[src/rtl/cache_pkg.sv]
// Shared types and default geometry for the direct-mapped cache controller.
package cache_pkg;

    localparam int DEF_ADDR_W   = 10;
    localparam int DEF_INDEX_W  = 5;
    localparam int DEF_OFFSET_W = 2;

    typedef enum logic [1:0] {
        IDLE  = 2'd0,
        FILL  = 2'd1,
        WRITE = 2'd2,
        DONE  = 2'd3
    } state_t;

endpackage

[src/rtl/cache_tag_array.sv]
// Tag and valid storage: registered write, combinational read, single-cycle clear of all valid bits.
module cache_tag_array #(
    parameter int INDEX_W = 5,
    parameter int TAG_W   = 3
) (
    input  logic               clk,
    input  logic               rst,
    input  logic               clear,
    input  logic               wr,
    input  logic [INDEX_W-1:0] wr_index,
    input  logic [TAG_W-1:0]   wr_tag,
    input  logic [INDEX_W-1:0] rd_index,
    output logic [TAG_W-1:0]   rd_tag,
    output logic               rd_valid
);

    localparam int LINES = 1 << INDEX_W;

    logic [LINES-1:0] valid;
    logic [TAG_W-1:0] tags [LINES];

    always_ff @(posedge clk or negedge rst) begin
        if (!rst) begin
            valid <= '0;
        end else if (clear) begin
            valid <= '0;
        end else if (wr) begin
            valid[wr_index] <= 1'b1;
        end
    end

    // Tags need no reset: a line is only ever trusted through its valid bit.
    always_ff @(posedge clk) begin
        if (wr) begin
            tags[wr_index] <= wr_tag;
        end
    end

    assign rd_tag   = tags[rd_index];
    assign rd_valid = valid[rd_index];

endmodule

[src/rtl/cache_ctrl_dm.sv]
// Direct-mapped write-through, no-write-allocate cache controller; zero-wait load hits.
// Define CACHE_STATS_EN to add saturating 32-bit hit_cnt/miss_cnt load counters.
module cache_ctrl_dm
    import cache_pkg::*;
#(
    parameter int ADDR_W   = DEF_ADDR_W,
    parameter int INDEX_W  = DEF_INDEX_W,
    parameter int OFFSET_W = DEF_OFFSET_W
) (
    input  logic                clk,
    input  logic                rst,
    input  logic                cpu_req,
    input  logic                cpu_we,
    input  logic [ADDR_W-1:0]   cpu_addr,
    input  logic                flush,
    output logic                cpu_stall,
    output logic                cpu_done,
    output logic                cache_rd,
    output logic                cache_wr,
    output logic                cache_fill,
    output logic [OFFSET_W-1:0] fill_word,
    output logic                mem_req,
    output logic                mem_we,
    output logic [ADDR_W-1:0]   mem_addr,
    input  logic                mem_ready
`ifdef CACHE_STATS_EN
    ,
    output logic [31:0]         hit_cnt,
    output logic [31:0]         miss_cnt
`endif
);

    localparam int TAG_W = ADDR_W - INDEX_W - OFFSET_W;
    localparam logic [OFFSET_W-1:0] LAST_WORD = '1;

    if (TAG_W < 1) begin : g_bad_geometry
        $error("cache_ctrl_dm: ADDR_W must exceed INDEX_W+OFFSET_W");
    end

    logic [TAG_W-1:0]   req_tag;
    logic [INDEX_W-1:0] req_index;
    logic [TAG_W-1:0]   line_tag;
    logic               line_valid;
    logic               hit;

    state_t              state, state_nxt;
    logic [OFFSET_W-1:0] fill_word_q;
    logic                tag_wr, tag_clear;

    logic                stall_c, done_c, rd_c, wr_c, fill_c, mreq_c, mwe_c;
    logic [ADDR_W-1:0]   maddr_c;

    assign req_tag   = cpu_addr[ADDR_W-1 -: TAG_W];
    assign req_index = cpu_addr[OFFSET_W +: INDEX_W];
    assign hit       = line_valid && (line_tag == req_tag);

    cache_tag_array #(
        .INDEX_W (INDEX_W),
        .TAG_W   (TAG_W)
    ) u_tags (
        .clk      (clk),
        .rst      (rst),
        .clear    (tag_clear),
        .wr       (tag_wr),
        .wr_index (req_index),
        .wr_tag   (req_tag),
        .rd_index (req_index),
        .rd_tag   (line_tag),
        .rd_valid (line_valid)
    );

    always_ff @(posedge clk or negedge rst) begin
        if (!rst) begin
            state       <= IDLE;
            fill_word_q <= '0;
        end else begin
            state <= state_nxt;
            if (state == FILL && mem_ready) begin
                fill_word_q <= fill_word_q + 1'b1;
            end else if (state == IDLE) begin
                fill_word_q <= '0;
            end
        end
    end

    always_comb begin
        state_nxt = state;
        tag_wr    = 1'b0;
        tag_clear = 1'b0;
        stall_c   = 1'b0;
        done_c    = 1'b0;
        rd_c      = 1'b0;
        wr_c      = 1'b0;
        fill_c    = 1'b0;
        mreq_c    = 1'b0;
        mwe_c     = 1'b0;
        maddr_c   = '0;
        case (state)
            IDLE: begin
                if (flush) begin
                    tag_clear = 1'b1;
                    stall_c   = cpu_req;
                end else if (cpu_req) begin
                    if (cpu_we) begin
                        stall_c   = 1'b1;
                        state_nxt = WRITE;
                    end else if (hit) begin
                        rd_c   = 1'b1;
                        done_c = 1'b1;
                    end else begin
                        stall_c   = 1'b1;
                        state_nxt = FILL;
                    end
                end
            end
            FILL: begin
                mreq_c  = 1'b1;
                stall_c = 1'b1;
                maddr_c = {req_tag, req_index, fill_word_q};
                if (mem_ready) begin
                    fill_c = 1'b1;
                    if (fill_word_q == LAST_WORD) begin
                        tag_wr    = 1'b1;
                        state_nxt = DONE;
                    end
                end
            end
            WRITE: begin
                mreq_c  = 1'b1;
                mwe_c   = 1'b1;
                stall_c = 1'b1;
                maddr_c = cpu_addr;
                if (mem_ready) begin
                    stall_c   = 1'b0;
                    done_c    = 1'b1;
                    wr_c      = hit;
                    state_nxt = IDLE;
                end
            end
            DONE: begin
                rd_c      = 1'b1;
                done_c    = 1'b1;
                state_nxt = IDLE;
            end
            default: state_nxt = IDLE;
        endcase
    end

    // Reset is asynchronous, so outputs are forced low directly rather than via state.
    assign cpu_stall  = rst & stall_c;
    assign cpu_done   = rst & done_c;
    assign cache_rd   = rst & rd_c;
    assign cache_wr   = rst & wr_c;
    assign cache_fill = rst & fill_c;
    assign mem_req    = rst & mreq_c;
    assign mem_we     = rst & mwe_c;
    assign mem_addr   = rst ? maddr_c : '0;
    assign fill_word  = fill_word_q;

`ifdef CACHE_STATS_EN
    logic load_hit_ev, load_miss_ev;

    assign load_hit_ev  = (state == IDLE) && !flush && cpu_req && !cpu_we && hit;
    assign load_miss_ev = (state == DONE);

    always_ff @(posedge clk or negedge rst) begin
        if (!rst) begin
            hit_cnt  <= '0;
            miss_cnt <= '0;
        end else begin
            if (load_hit_ev && hit_cnt != '1) begin
                hit_cnt <= hit_cnt + 32'd1;
            end
            if (load_miss_ev && miss_cnt != '1) begin
                miss_cnt <= miss_cnt + 32'd1;
            end
        end
    end
`endif

endmodule
[config.mk]
export PLATFORM = sky130hd
export DESIGN_NAME = cache_ctrl_dm
export DESIGN_NICKNAME = d
export VERILOG_FILES = /design/src/rtl/cache_pkg.sv /design/src/rtl/cache_tag_array.sv /design/src/rtl/cache_ctrl_dm.sv
export SDC_FILE = /design/constraint.sdc
export NUM_CORES = 1
export LEC_CHECK = 0
export ABC_AREA = 1
export CAP_MARGIN = 20
export CORE_MARGIN = 2
export CORE_UTILIZATION = 50
export CTS_CLUSTER_DIAMETER = 80
export DETAILED_ROUTE_END_ITERATION = 12
export PLACE_DENSITY = 0.77
export SETUP_SLACK_MARGIN = 0.02
export SYNTH_ARGS = -nofsm -noshare
export SYNTH_HDL_FRONTEND = slang
export SYNTH_HIERARCHICAL = 1
export SYNTH_SLANG_ARGS = --single-unit
[constraint.sdc]
create_clock -name clk -period 2.85 [get_ports clk]
set_input_delay 0.57 -clock clk [delete_from_list [all_inputs] [get_ports clk]]
set_output_delay 0.57 -clock clk [all_outputs]
set_load 0.02 [all_outputs]
======== Yosys cells after proc, flatten, opt, wreduce, memory -nomap -nowiden ========
Memories as Yosys holds them, arrays and structs flattened.
Cells that the tools add are included.
Widths: inputs -> output; s select.
operators by class
  add/sub/neg operators ................... 1
  order comparisons ....................... 2
  eq/ne operators ......................... 11
  mux-type cells .......................... 43
  bitwise logic cells ..................... 8
  reductions and logical operators ........ 8
operators by type and width
  cell                 number
  $mux 32              2
  $or 32x32->32        1
  $mux 1               24
  $pmux 10 s2          1
  $mux 2               9
  $mux 10              1
  $ne 2x2->1 const B   4
  $pmux 2 s4           1
  $and 1x1->1          7
  $eq 2x2->1 const B   3
  $lt 5x6->1 const B   1
  $pmux 1 s3           2
  $reduce_and 6->1     1
  $bmux 1 s5           1
  $demux 1 s5          1
  $ge 5x1->1 const B   1
  $reduce_bool 2->1    2
  $eq 3x3->1           1
  $logic_and 1x1->1    3
  $ne 3x3->1 const B   1
  $add 2x1->2 const B  1
  $eq 2x1->1 const B   1
  $logic_not 2->1      1
  $ne 2x1->1 const B   1
  other kinds (2)      2
storage, ports and cells
  bits in registers ....................... 36
  RAM bits ................................ 96
  input bits .............................. 16
  output and inout port bits .............. 19
  logic and storage cells ................. 77
  memories ................................ 1
memories
  memory       depth  bits a word  rd ports  clocked after memory_dff  wr ports  RTL line               RTL
  u_tags.tags  32     3            1         0                         1         cache_tag_array.sv:20  logic [TAG_W-1:0] tags [LINES];

======== Longest topological paths before layout ========
Gate-level depths: netlist of run 1.
  depth in word-level cells ............... 9
  mapped depth ............................ 18
  mapped depth without buffers ............ 17

======== Cells and area by module ========
Netlist of run 1, hierarchy kept.
by module, submodules not included
  module           times used  cells each  area an instance (um^2)  sequential area each (um^2)
  cache_tag_array  1           569         5567.8                   3683.5
  cache_ctrl_dm    1           91          548.0                    100.1

======== Least setup slack after synthesis of run 1 ========
Ideal clock, no wire load.
  path type ............................... input port to output port
  start point ............................. input port cpu_addr[4]
  end point ............................... output port cache_rd
  arrival ................................. 2.144 ns
  data required time ...................... 2.280 ns
  path slack .............................. 0.136 ns
  stages .................................. 17
  path buffers ............................ 2
  cell sequence ........................... buf_2 -> inv_1 -> buf_2 -> nand3_1 -> nand2_1 -> nand2_1 -> nand2_1 -> nand2_1 -> nand2_1 -> inv_1 -> nand2_1 -> nand2_1 -> nor2_4 -> nand4_1 -> nand2_1 -> nand2_2 -> nor2_1
on the way
  cells in the longest elaborated chain, start to end .. 9
  elaborated cells between the ends (all ways) .. 11
  those cells by class .................... eq/ne (1); mux (7); bitwise (1); reduce/logical (1); memory (1)
RTL lines
  item               RTL line              RTL
  from (decl)        cache_ctrl_dm.sv:14   input logic [ADDR_W-1:0] cpu_addr,
  $mem_v2 32x3       n/a
  via line_tag[1]    cache_ctrl_dm.sv:42   logic [TAG_W-1:0] line_tag;
  $eq 3x3->1         cache_ctrl_dm.sv:55   assign hit = line_valid && (line_tag == req_tag);
  $logic_and 1x1->1  cache_ctrl_dm.sv:55
  $mux 1             cache_ctrl_dm.sv:107  end else if (hit) begin
  $mux 1             cache_ctrl_dm.sv:104  if (cpu_we) begin
  $mux 1             cache_ctrl_dm.sv:103  end else if (cpu_req) begin
  $mux 1             cache_ctrl_dm.sv:100  if (flush) begin
  $pmux 1 s2         cache_ctrl_dm.sv:98   case (state)
  $and 1x1->1        cache_ctrl_dm.sv:152  assign cache_rd = rst & rd_c;
  to (decl)          cache_ctrl_dm.sv:18   output logic cache_rd,
The timed path passes the listed nets, and every way through them passes these cells. The select of a mux whose other input is x is not followed.

======== Final worst setup path of run 1 ========
  start point ............................. input port cpu_addr[2]
  end point ............................... output port cpu_stall
on the way
  cells in the longest elaborated chain, start to end .. 9
  elaborated cells between the ends (all ways) .. 11
  those cells by class .................... eq/ne (1); mux (7); bitwise (1); reduce/logical (1); memory (1)
RTL lines
  item               RTL line              RTL
  $mem_v2 32x3       n/a
  via line_tag[1]    cache_ctrl_dm.sv:42
  $eq 3x3->1         cache_ctrl_dm.sv:55
  $logic_and 1x1->1  cache_ctrl_dm.sv:55
  $mux 1             cache_ctrl_dm.sv:107
  $mux 1             cache_ctrl_dm.sv:104
  $mux 1             cache_ctrl_dm.sv:103
  $mux 1             cache_ctrl_dm.sv:100
  $pmux 1 s3         cache_ctrl_dm.sv:98
  $and 1x1->1        cache_ctrl_dm.sv:150  assign cpu_stall = rst & stall_c;
  to (decl)          cache_ctrl_dm.sv:16   output logic cpu_stall,
The timed path passes the listed nets, and every way through them passes these cells. The select of a mux whose other input is x is not followed.

==> summary.md, run 1 <==
| Metric | Value |
|---|---|
| Simple-Gate Fraction of Synth Area | `0.304` |
| GRT overflow | `0` |
| Slew @ Worst Pin | `0.579 ns` |
| Crit path to | `cpu_stall` |
| TritonCTS clock tree | `built` |
| Top-area cell type share of the netlist area | `0.471` |
| Post-synthesis cell type count | `27` |
| Drt wl/cell | `18.9 µm` |
| Post-synthesis average cell area | `9.27 µm²` |
| Final Hold Violating Endpoints | `0` |
| Clk root buf | `clkbuf_16` |
| Row Count | `40` |
| Routed vias | `5052` |
| Number of remaining DRC errors | `0` |
| CP max stage cell | `buf_4` |
| Max-slew violation count | `0` |
| Yosys top cell by area | `edfxtp_1` |
| XOR/XNOR Fraction of Synth Area | `0` |
| FMAX | `337 MHz` |
| DP HPWL | `10100 µm` |
| Yosys Warn Count | `6` |
| Clock Path Buffers | `2` |
| Global-route wire length before repair | `26400 µm` |
| Detail Route Antenna Nets | `0` |
| Placed Cells | `855` |
| Port bufs | `34` |
| Final Skew | `0.00869 ns` |
| Vias in the first global route | `4985` |
| Worst skew pair latency | `0.42 ns` |
| Share of cells above drive strength 1 | `0.204` |
| Status | `complete, but fails checks` |
| Io pins | `35` |
| Largest family of logic cells by synthesized area | `simple AND/OR/NAND/NOR gates` |
| Worst-path clk slew | `0.06 ns` |
| Global Route Usage Sum | `0.272` |
| Post-route setup slack | `-0.115 ns` |
| Synth Area in Compound Gates | `0.0102` |
| Reg2Reg Depth | `8` |
| Die ar. | `13100 µm²` |
| Cell chain of the critical path | `buf_16 -> clkinv_16 -> buf_8 -> buf_16 -> nand2_2 -> nand3_2 -> nand3_1 -> nand2_1 -> nand2_1 -> nand2_1 -> nand2_1 -> nand2_2 -> nand2_1 -> nand2_1 -> nor2_2 -> buf_6 -> nand3_2 -> a31oi_1 -> nor2_1 -> buf_4` |
| Failing checks | `negative setup slack` |
| # diodes | `0` |
| Relative slew slack | `0.612` |
| Avg Vias per Cell | `5.61` |
| Final Setup Violations | `3` |
| Crit path top cell by count | `nand2_1` |
| Final nets | `762` |
| CTS sink cnt | `132` |
| Mux share of post-synthesis cell area | `0` |
| Crit path time final | `2.97 ns` |
| IR drop worst, VDD | `0.000503 V` |
| Cell Area, Synth | `6120 µm²` |
| Cell count after synthesis | `660` |
| Worst endpoint required time | `2.28 ns` |
| Crit Reg-Reg Startpoint | `state[1]` |
| Power Density | `665 nW/µm²` |
| DRT iter0 DRCs | `580` |
| CP Data Arrival Time | `2.40 ns` |
| CTS buffer count | `17` |
| Drt total wl | `17100 µm` |
| CP Launch Type | `primary input` |
| Die boundary width | `115 µm` |
| Initial Util | `0.511` |
| Syn nets | `681` |
| H-tree depth | `4` |
| Nature of the critical path endpoint | `output port` |
| Final Non-Filler Cells | `901` |
| CP max stage delay | `0.15 ns` |
| Die Span Y | `115 µm` |
| Crit Path Category | `primary input to output port` |
| Reg-to-Reg End | `u_tags/tags[12][0]` |
| Pin count of the biggest net entering global routing | `37` |
| Placer Congestion | `0.945` |
| Core box area | `12000 µm²` |
| Adder-Cell Fraction of Synth Area | `0.0102` |
| Filler cells | `907` |
| Worst-path maximum fanout | `8` |
| Top post-synthesis cells by area | `edfxtp_1, dfrtp_1, nand2_1` |
| Setup slack, reg-to-reg | `0.51 ns` |
| First drt pass iteration count | `5` |
| Setup crit start | `cpu_addr[2]` |
| Area grow syn2layout | `29.8%` |
| Final TNS setup | `-0.242 ns` |
| Synthesized flop and latch total | `132` |
| Period utilization | `1.04` |
| Max_cap viols | `0` |
| Min-delay worst type | `primary input to async pin` |
| Leak Pwr | `0.00343 µW` |
| RSZ-0062 raised after global routing | `yes` |
| Antenna violations before repair | `0` |
| Sequential-to-total area share from yosys stat | `0.619` |
## cell usage after synthesis
| cell | n |
|---|---|
| nand2_2 | 1 |
| nor2_1 | 99 |
| a21oi_1 | 3 |
| o21ai_0 | 2 |
| buf_4 | 1 |
| inv_2 | 7 |
| inv_1 | 39 |
| a31oi_1 | 1 |
| nand3_1 | 102 |
| nor2_4 | 1 |
| nor3_4 | 1 |
| nand4_1 | 1 |
| nor2_2 | 2 |
| buf_2 | 16 |
| buf_6 | 6 |
| edfxtp_1 | 96 |
| clkbuf_1 | 5 |
| nor3_2 | 3 |
| ha_1 | 5 |
| or2_2 | 1 |
| o21ai_1 | 2 |
| nor3b_1 | 6 |
| nand2_1 | 213 |
| o211ai_2 | 1 |
| dfrtp_1 | 36 |
| a21oi_2 | 1 |
| nor3_1 | 9 |
## logic make-up (layout without fill, tap and decap cells)
family / count (synthesis) / after routing
AOI/OAI and AO/OA: 10 / 10
adders and majority gates: 5 / 5
buffers and inverters: 74 / 168
DFF: 132 / 132
and+or+nand+nor: 439 / 439
## layout by cell type, fill, tap and decap left out, drive strengths merged, types with 5 or more instances in the layout
| cell type | instances |
|---|---|
| clkbuf | 18 |
| ha | 5 |
| nor3 | 13 |
| nor2 | 102 |
| nor3b | 6 |
| clkinv | 9 |
| buf | 63 |
| dfrtp | 36 |
| edfxtp | 96 |
| clkdlybuf4s50 | 16 |
| nand3 | 102 |
| dlygate4sd2 | 9 |
| inv | 47 |
| nand2 | 214 |
## power by group
group          leakage [µW]  switching [µW]  total (µW)  internal (µW)
logic               0.00177             566         893            327
clock network      0.000302             822        2280           1450
registers           0.00136            28.1        2120           2090
total               0.00343            1420        5280           3870
## sequential cells by signal, indices dropped and copies added (netlist names)
signal	count
u_tags/valid	32
state	2
fill_word	2
u_tags/tags	96
## what timing repair did
item | 4_1_cts | 5_1_grt
pin swaps | 22 | 20
setup endpoints to repair | 14 | 14
hold buffers | 0 | 0
gates resized for setup | 82 | 31
buffers inserted | 6 | 3
cloned | 5 | 1
## through the flow
stage	setup slack (ns)	cell area [µm²]	hold slack [ns]	total power, µW	util
5_1_grt	-0.231	7940	0.426	5480	0.664
6_report	-0.115	7940	0.407	5280	0.664
4_1_cts	-0.122	7800	0.412	5260	0.652
3_5_place_dp	-0.957	6860	0.487	2950	0.573
3_3_place_gp	-0.910	6860	0.479	2940	0.573
2_1_floorplan	0.136	6120	0.274	2620	-
## cell type report
| cell class | instances | area [µm²] | share of cell area |
|---|---|---|---|
| Clock buffer | 17 | 425 | 0.0536 |
| Multi-Input combinational cell | 454 | 2140 | 0.270 |
| Inverter | 46 | 209 | 0.0263 |
| Timing Repair Buffer | 90 | 1010 | 0.127 |
| Clock inverter | 15 | 186 | 0.0235 |
| Tap cell | 147 | 184 | 0.0232 |
| Sequential cell | 132 | 3780 | 0.477 |
## critical path: cells and delay by family
kind / cells / cell delay (ns)
AOI/OAI and AO/OA: 1 / 0.14
buffers and inverters: 6 / 0.76
and+or+nand+nor: 13 / 0.92
## worst min-delay path by stage
stage / endpoint / slack [ns] / cells past startpoint
2_1_floorplan: fill_word[0] / 0.27 / 0
3_3_place_gp: u_tags/valid[31] / 0.48 / 2
3_5_place_dp: u_tags/valid[6] / 0.49 / 2
4_1_cts: state[0] / 0.41 / 2
5_1_grt: u_tags/valid[27] / 0.43 / 2
6_report: u_tags/valid[30] / 0.41 / 2
## layer usage
| layer | share of wire | wire, µm | GRT usage |
|---|---|---|---|
| met1 | 0.41 | 7070 | 0.365 |
| met2 | 0.48 | 8200 | 0.423 |
| met3 | 0.079 | 1340 | 0.0752 |
| met4 | 0.026 | 437 | 0.107 |
| met5 | 0 | 0 | 0 |
Note: power is estimated with default switching activity, not from simulation.
==> inputs of run 2 (changes only) <==
--- a/config.mk
+++ b/config.mk
@@ -12,7 +12,7 @@
 export CTS_CLUSTER_DIAMETER = 80
 export DETAILED_ROUTE_END_ITERATION = 12
 export PLACE_DENSITY = 0.77
-export SETUP_SLACK_MARGIN = 0.02
+export SETUP_SLACK_MARGIN = 0.5
 export SYNTH_ARGS = -nofsm -noshare
 export SYNTH_HDL_FRONTEND = slang
 export SYNTH_HIERARCHICAL = 1
==> run 2 against run 1 <==
  * The flow still finishes with violations (negative setup slack)
  * Combinational power rose by 27%
  * Final cell count increased by 0.55%
  * Worst hold slack lost 0.40 ns
  * Critical path type unchanged
  * Die area stayed put
  * Critical path depth increased by 2
  * Total power increased by 2.9%
==> summary.md, run 2 (same netlist as run 1, synthesis figures left out) <==
| Metric | Value |
|---|---|
| Final Hold Violating Endpoints | `0` |
| Detail Route Antenna Nets | `0` |
| Relative slew slack | `0.681` |
| Placer Congestion | `0.918` |
| # diodes | `0` |
| Top reg by flops | `u_tags/tags` |
| Clk root buf | `clkbuf_16` |
| CP Data Arrival Time | `2.56 ns` |
| First drt pass iteration count | `8` |
| Status | `complete, but fails checks` |
| Period utilization | `1.10` |
| Final TNS setup | `-0.940 ns` |
| Vias in the first global route | `5237` |
| Crit Path Category | `primary input to output port` |
| Final Setup Violations | `4` |
| CP max stage cell | `a21oi_4` |
| Max_cap viols | `0` |
| CP max stage delay | `0.17 ns` |
| CTS buffer count | `17` |
| Final nets | `767` |
| Antenna violations before repair | `0` |
| Initial Util | `0.511` |
| Final Non-Filler Cells | `906` |
| Avg Vias per Cell | `5.97` |
| Failing checks | `negative setup slack` |
| Top Registers | `u_tags/tags: 96 flops, u_tags/valid: 32 flops` |
| Die boundary width | `115 µm` |
| CP Buf/Inv Count | `7` |
| Die Span Y | `115 µm` |
| Met3 Wirelength | `1970 µm` |
| Crit path time final | `3.13 ns` |
| Port bufs | `34` |
| Drt wl/cell | `20.4 µm` |
| Global-route wire length before repair | `27200 µm` |
| Cell chain of the critical path | `buf_12 -> inv_8 -> buf_12 -> buf_8 -> buf_16 -> nand2_2 -> nand3_2 -> nand3_1 -> nand2_1 -> nand2_1 -> nand2_1 -> nand2_1 -> nand2_2 -> inv_1 -> nand2_2 -> nand2_2 -> nor2_4 -> nand4_1 -> nand2_1 -> nand2_2 -> a21oi_4 -> buf_6` |
| TritonCTS clock tree | `built` |
| Core box area | `12000 µm²` |
| RSZ-0062 raised after global routing | `yes` |
| IR drop worst, VDD | `0.000556 V` |
| Global Route Usage Sum | `0.275` |
| Slew @ Worst Pin | `0.478 ns` |
| Number of flip-flops in the largest register | `96` |
| CTS sink cnt | `132` |
| Max-slew violation count | `0` |
| Final Skew | `0.00857 ns` |
| CP delay by family, top | `simple AND/OR/NAND/NOR gates` |
| H-tree depth | `4` |
| Worst-path clk slew | `0.06 ns` |
| Clock Path Buffers | `2` |
| DP HPWL | `10200 µm` |
| CP Launch Type | `primary input` |
| Worst skew pair latency | `0.42 ns` |
| Area grow syn2layout | `33.9%` |
| Placed Cells | `857` |
| Wire length on met1 | `6700 µm` |
| Power Density | `664 nW/µm²` |
| Worst endpoint required time | `2.28 ns` |
| GRT overflow | `0` |
| Most frequent cells in the layout | `nand2_1, edfxtp_1, nor2_1` |
| Min-delay worst type | `primary input to async pin` |
| Most common cell after layout, fill and taps aside | `nand2_1` |
| Post-route setup slack | `-0.282 ns` |
| Io pins | `35` |
| Highest Signal Layer | `met4` |
| Number of remaining DRC errors | `0` |
| Worst-path maximum fanout | `8` |
| Routed vias | `5405` |
| Met2 wire len | `8990 µm` |
| Pin count of the biggest net entering global routing | `33` |
| Nature of the critical path endpoint | `output port` |
| Row Count | `40` |
| Die ar. | `13100 µm²` |
| Drt total wl | `18500 µm` |
| Share of cells above drive strength 1 | `0.296` |
| Hold buffers post-CTS | `0` |
| FMAX | `319 MHz` |
| DRT iter0 DRCs | `725` |
| Leak Pwr | `0.00345 µW` |
run 2: cell count changes in the layout (fill, tap and decap cells not counted), sizes merged, moves of 2 or more:
cell           delta
clkdlybuf4s50     -3
clkinv            -5
clkinvlp          +3
clkbuf            +4
dlygate4sd2       -6
clkdlybuf4s15     +2
buf              +12
run 2: layer usage:
layer,track usage,vias to the layer above
met5,0,-
met4,0.115,0
met3,0.0545,88
met2,0.447,430
met1,0.364,2552
li1,-,2335
run 2: area by class of cell:
class | instances | area [µm²]
Fill cell | 758 | 3770
Timing Repair inverter | 1 | 8.76
Timing Repair Buffer | 94 | 1000
Inverter | 46 | 219
Clock buffer | 21 | 470
Sequential cell | 132 | 3780
Clock inverter | 11 | 126
Tap cell | 147 | 184
Multi-Input combinational cell | 454 | 2390
run 2: per-stage QoR:
stage          hold WS (ns)  power, µW  area (µm²)   util  setup WS (ns)
4_1_cts             0.00274       5210        7910  0.661         -0.177
6_report            0.00513       5440        8190  0.685         -0.282
3_5_place_dp          0.423       2990        6880  0.576          -1.03
5_1_grt             0.00217       5590        8190  0.685         -0.393
3_3_place_gp          0.418       2970        6880  0.576         -0.987
2_1_floorplan         0.274       2660        6270      -          0.317
run 2: worst paths after layout:
path,startpoint,endpoint,slack (ns),cells past startpoint
max,cpu_addr[2],cpu_done,-0.28,22
min,rst,fill_word[1],0.005,1
min in group clk,u_tags/valid[5],u_tags/valid[5],0.50,2
max in group asynchronous,rst,u_tags/valid[19],2.30,2
max reg2reg,state[1],u_tags/tags[18][1],0.69,7
min reg2reg,u_tags/valid[5],u_tags/valid[5],0.50,2
run 2: report_power, final:
group          leakage, µW  switching, µW  internal (µW)  total (µW)
logic              0.00181            696            436        1130
clock network     0.000282            835           1360        2190
registers          0.00136           26.3           2090        2110
run 2: worst register-to-register path: stages (launching register included):
cell	delay (ns)
dfrtp_1	0.42
inv_2	0.11
ha_4	0.18
inv_2	0.06
nor2_1	0.17
buf_4	0.14
nand2_1	0.29
nor2_1	0.44
run 2: what timing repair did:
| item | CTS | global route |
|---|---|---|
| gates cloned | 5 | 1 |
| setup buffers | 7 | 4 |
| pin swaps | 27 | 22 |
| gates resized for setup | 131 | 85 |
| endpoints found under the setup margin | 76 | 73 |
==> inputs of run 3 (changes only) <==
--- a/config.mk
+++ b/config.mk
@@ -12,6 +12,7 @@
 export CTS_CLUSTER_DIAMETER = 80
 export DETAILED_ROUTE_END_ITERATION = 12
 export PLACE_DENSITY = 0.77
+export REMOVE_ABC_BUFFERS = 1
 export SETUP_SLACK_MARGIN = 0.5
 export SYNTH_ARGS = -nofsm -noshare
 export SYNTH_HDL_FRONTEND = slang
==> run 3 against run 2 <==
  * Clock power down 5%
  * Global-route usage up 0.53 points
  * Largest power group is now registers
  * The flow still finishes with violations (negative setup slack)
  * Wire length up 1.4%
  * Largest cell class unchanged
==> summary.md, run 3 (same netlist as run 1, synthesis figures left out) <==
| Metric | Value |
|---|---|
| Placer Congestion | `0.923` |
| Crit path top cell by count | `nand2_1` |
| Sequential cell area | `3780 µm²` |
| Final Hold Violating Endpoints | `0` |
| Worst endpoint required time | `2.28 ns` |
| Final nets | `768` |
| CP Data Arrival Time | `2.59 ns` |
| Final design utilization | `0.678` |
| Nature of the critical path endpoint | `output port` |
| Slew @ Worst Pin | `0.500 ns` |
| Number of flip-flops in the largest register | `96` |
| Worst-path clk slew | `0.06 ns` |
| Status | `complete, but fails checks` |
| Global-route wire length before repair | `27500 µm` |
| Post-route setup slack | `-0.310 ns` |
| # diodes | `0` |
| CP max stage cell | `a21oi_2` |
| Reg-to-Reg End | `u_tags/tags[26][0]` |
| Port bufs | `34` |
| Final Skew | `0.00559 ns` |
| Clock Path Buffers | `2` |
| Share of cells above drive strength 1 | `0.258` |
| CP Launch Type | `primary input` |
| CP max stage delay | `0.15 ns` |
| CTS buffer count | `17` |
| Most common cell after layout, fill and taps aside | `nand2_1` |
| Failing checks | `negative setup slack` |
| Number of remaining DRC errors | `0` |
| CP Buf/Inv Count | `6` |
| Initial Util | `0.511` |
| Row Count | `40` |
| Io pins | `35` |
| Max-slew violation count | `0` |
| Worst hold margin | `0.195 ns` |
| DRT iter0 DRCs | `882` |
| Crit Path Category | `primary input to output port` |
| TritonCTS clock tree | `built` |
| Worst-path maximum fanout | `10` |
| Min-delay worst type | `primary input to async pin` |
| Final Setup Violations | `4` |
| Pin count of the biggest net entering global routing | `34` |
| Top Registers | `u_tags/tags: 96 flops, u_tags/valid: 32 flops` |
| Clk root buf | `clkbuf_16` |
| Top reg by flops | `u_tags/tags` |
| Avg Vias per Cell | `6.10` |
| CTS sink cnt | `132` |
| Most frequent cells in the layout | `nand2_1, edfxtp_1, nand3_1` |
| Die boundary width | `115 µm` |
| Drt total wl | `18700 µm` |
| Max_cap viols | `0` |
| Reg2Reg Depth | `8` |
| Crit path time final | `3.16 ns` |
| Routed vias | `5535` |
| Leak Pwr | `0.00345 µW` |
| Setup slack, reg-to-reg | `0.60 ns` |
| Total Power | `5220 µW` |
| FMAX | `316 MHz` |
| Antenna violations before repair | `0` |
| DP HPWL | `10100 µm` |
| Filler cells | `772` |
| CP delay by family, top | `simple AND/OR/NAND/NOR gates` |
| Crit Reg-Reg Startpoint | `state[1]` |
| First drt pass iteration count | `6` |
| Die ar. | `13100 µm²` |
| IR drop worst, VDD | `0.000416 V` |
| Relative slew slack | `0.666` |
| Area grow syn2layout | `32.6%` |
| GRT overflow | `0` |
| Power Density | `644 nW/µm²` |
| Drt wl/cell | `20.6 µm` |
| Period utilization | `1.11` |
| Die Span Y | `115 µm` |
| Area of the multi-input gates | `2300 µm²` |
| RSZ-0062 raised after global routing | `yes` |
| Cell chain of the critical path | `buf_12 -> clkinv_8 -> buf_12 -> buf_12 -> buf_16 -> nand2_1 -> nand3_1 -> nand3_1 -> nand2_1 -> nand2_1 -> nand2_1 -> nand2_1 -> nand2_1 -> nand2_2 -> nor2_4 -> nand4_1 -> nand2_1 -> nand2_2 -> a21oi_2 -> buf_4` |
| Vias in the first global route | `5317` |
| Core box area | `12000 µm²` |
| Global Route Usage Sum | `0.281` |
| H-tree depth | `4` |
| Hold buffers post-CTS | `0` |
| Worst skew pair latency | `0.42 ns` |
| Detail Route Antenna Nets | `0` |
## run 3: power by group
group | internal, µW | switching, µW | leakage (µW)
Sequential | 2090 | 25.0 | 0.00136
Combinational | 405 | 626 | 0.00182
Clock | 1280 | 798 | 0.000268
## run 3: stage by stage
stage	TNS [ns]	setup slack, ns	cells	cell area (µm²)
floorplan	-0.0732	-0.0578	632	5940
global placement	-3.56	-0.899	854	6860
detailed placement	-4.13	-0.991	854	6860
CTS	-0.514	-0.159	899	7820
global route	-1.57	-0.444	907	8110
finish	-1.07	-0.310	907	8110
## run 3: layout make-up
class                      instances  share of cell area
multi-input combinational        454               0.283
tap                              147              0.0227
clock buffer                      22              0.0548
timing repair buffer              96               0.136
sequential                       132               0.466
clock inverter                    10              0.0139
inverter                          46              0.0234
## run 3: routing by layer
metal	up-vias	GRT usage	routed length (µm)
li1	2353	-	-
met1	2571	0.345	6480
met2	474	0.451	8850
met3	137	0.0736	2160
met4	0	0.158	1220
met5	-	0	0
## run 3: worst max path at each step
stage,from,to,slack (ns),cells past startpoint
2_1_floorplan,cpu_addr[2],cache_rd,-0.06,17
3_3_place_gp,cpu_addr[3],cpu_stall,-0.90,18
3_5_place_dp,cpu_addr[3],cache_rd,-0.99,17
4_1_cts,cpu_addr[2],cpu_stall,-0.16,22
5_1_grt,cpu_addr[2],cpu_done,-0.44,20
6_report,cpu_addr[2],cpu_done,-0.31,20
## run 3: what timing repair did
action,in CTS,in global routing
endpoints found under the hold margin,0,0
resized for setup,155,49
pin swaps,20,26
cloned,7,1
setup endpoints to repair,40,97
setup buffers,6,7
## run 3: worst register-to-register path: stages (launching register included)
cell	delay (ns)
dfrtp_1	0.38
inv_1	0.14
ha_4	0.17
buf_4	0.14
inv_2	0.05
nor2_1	0.14
buf_4	0.13
nand2_1	0.30
nor2_1	0.45
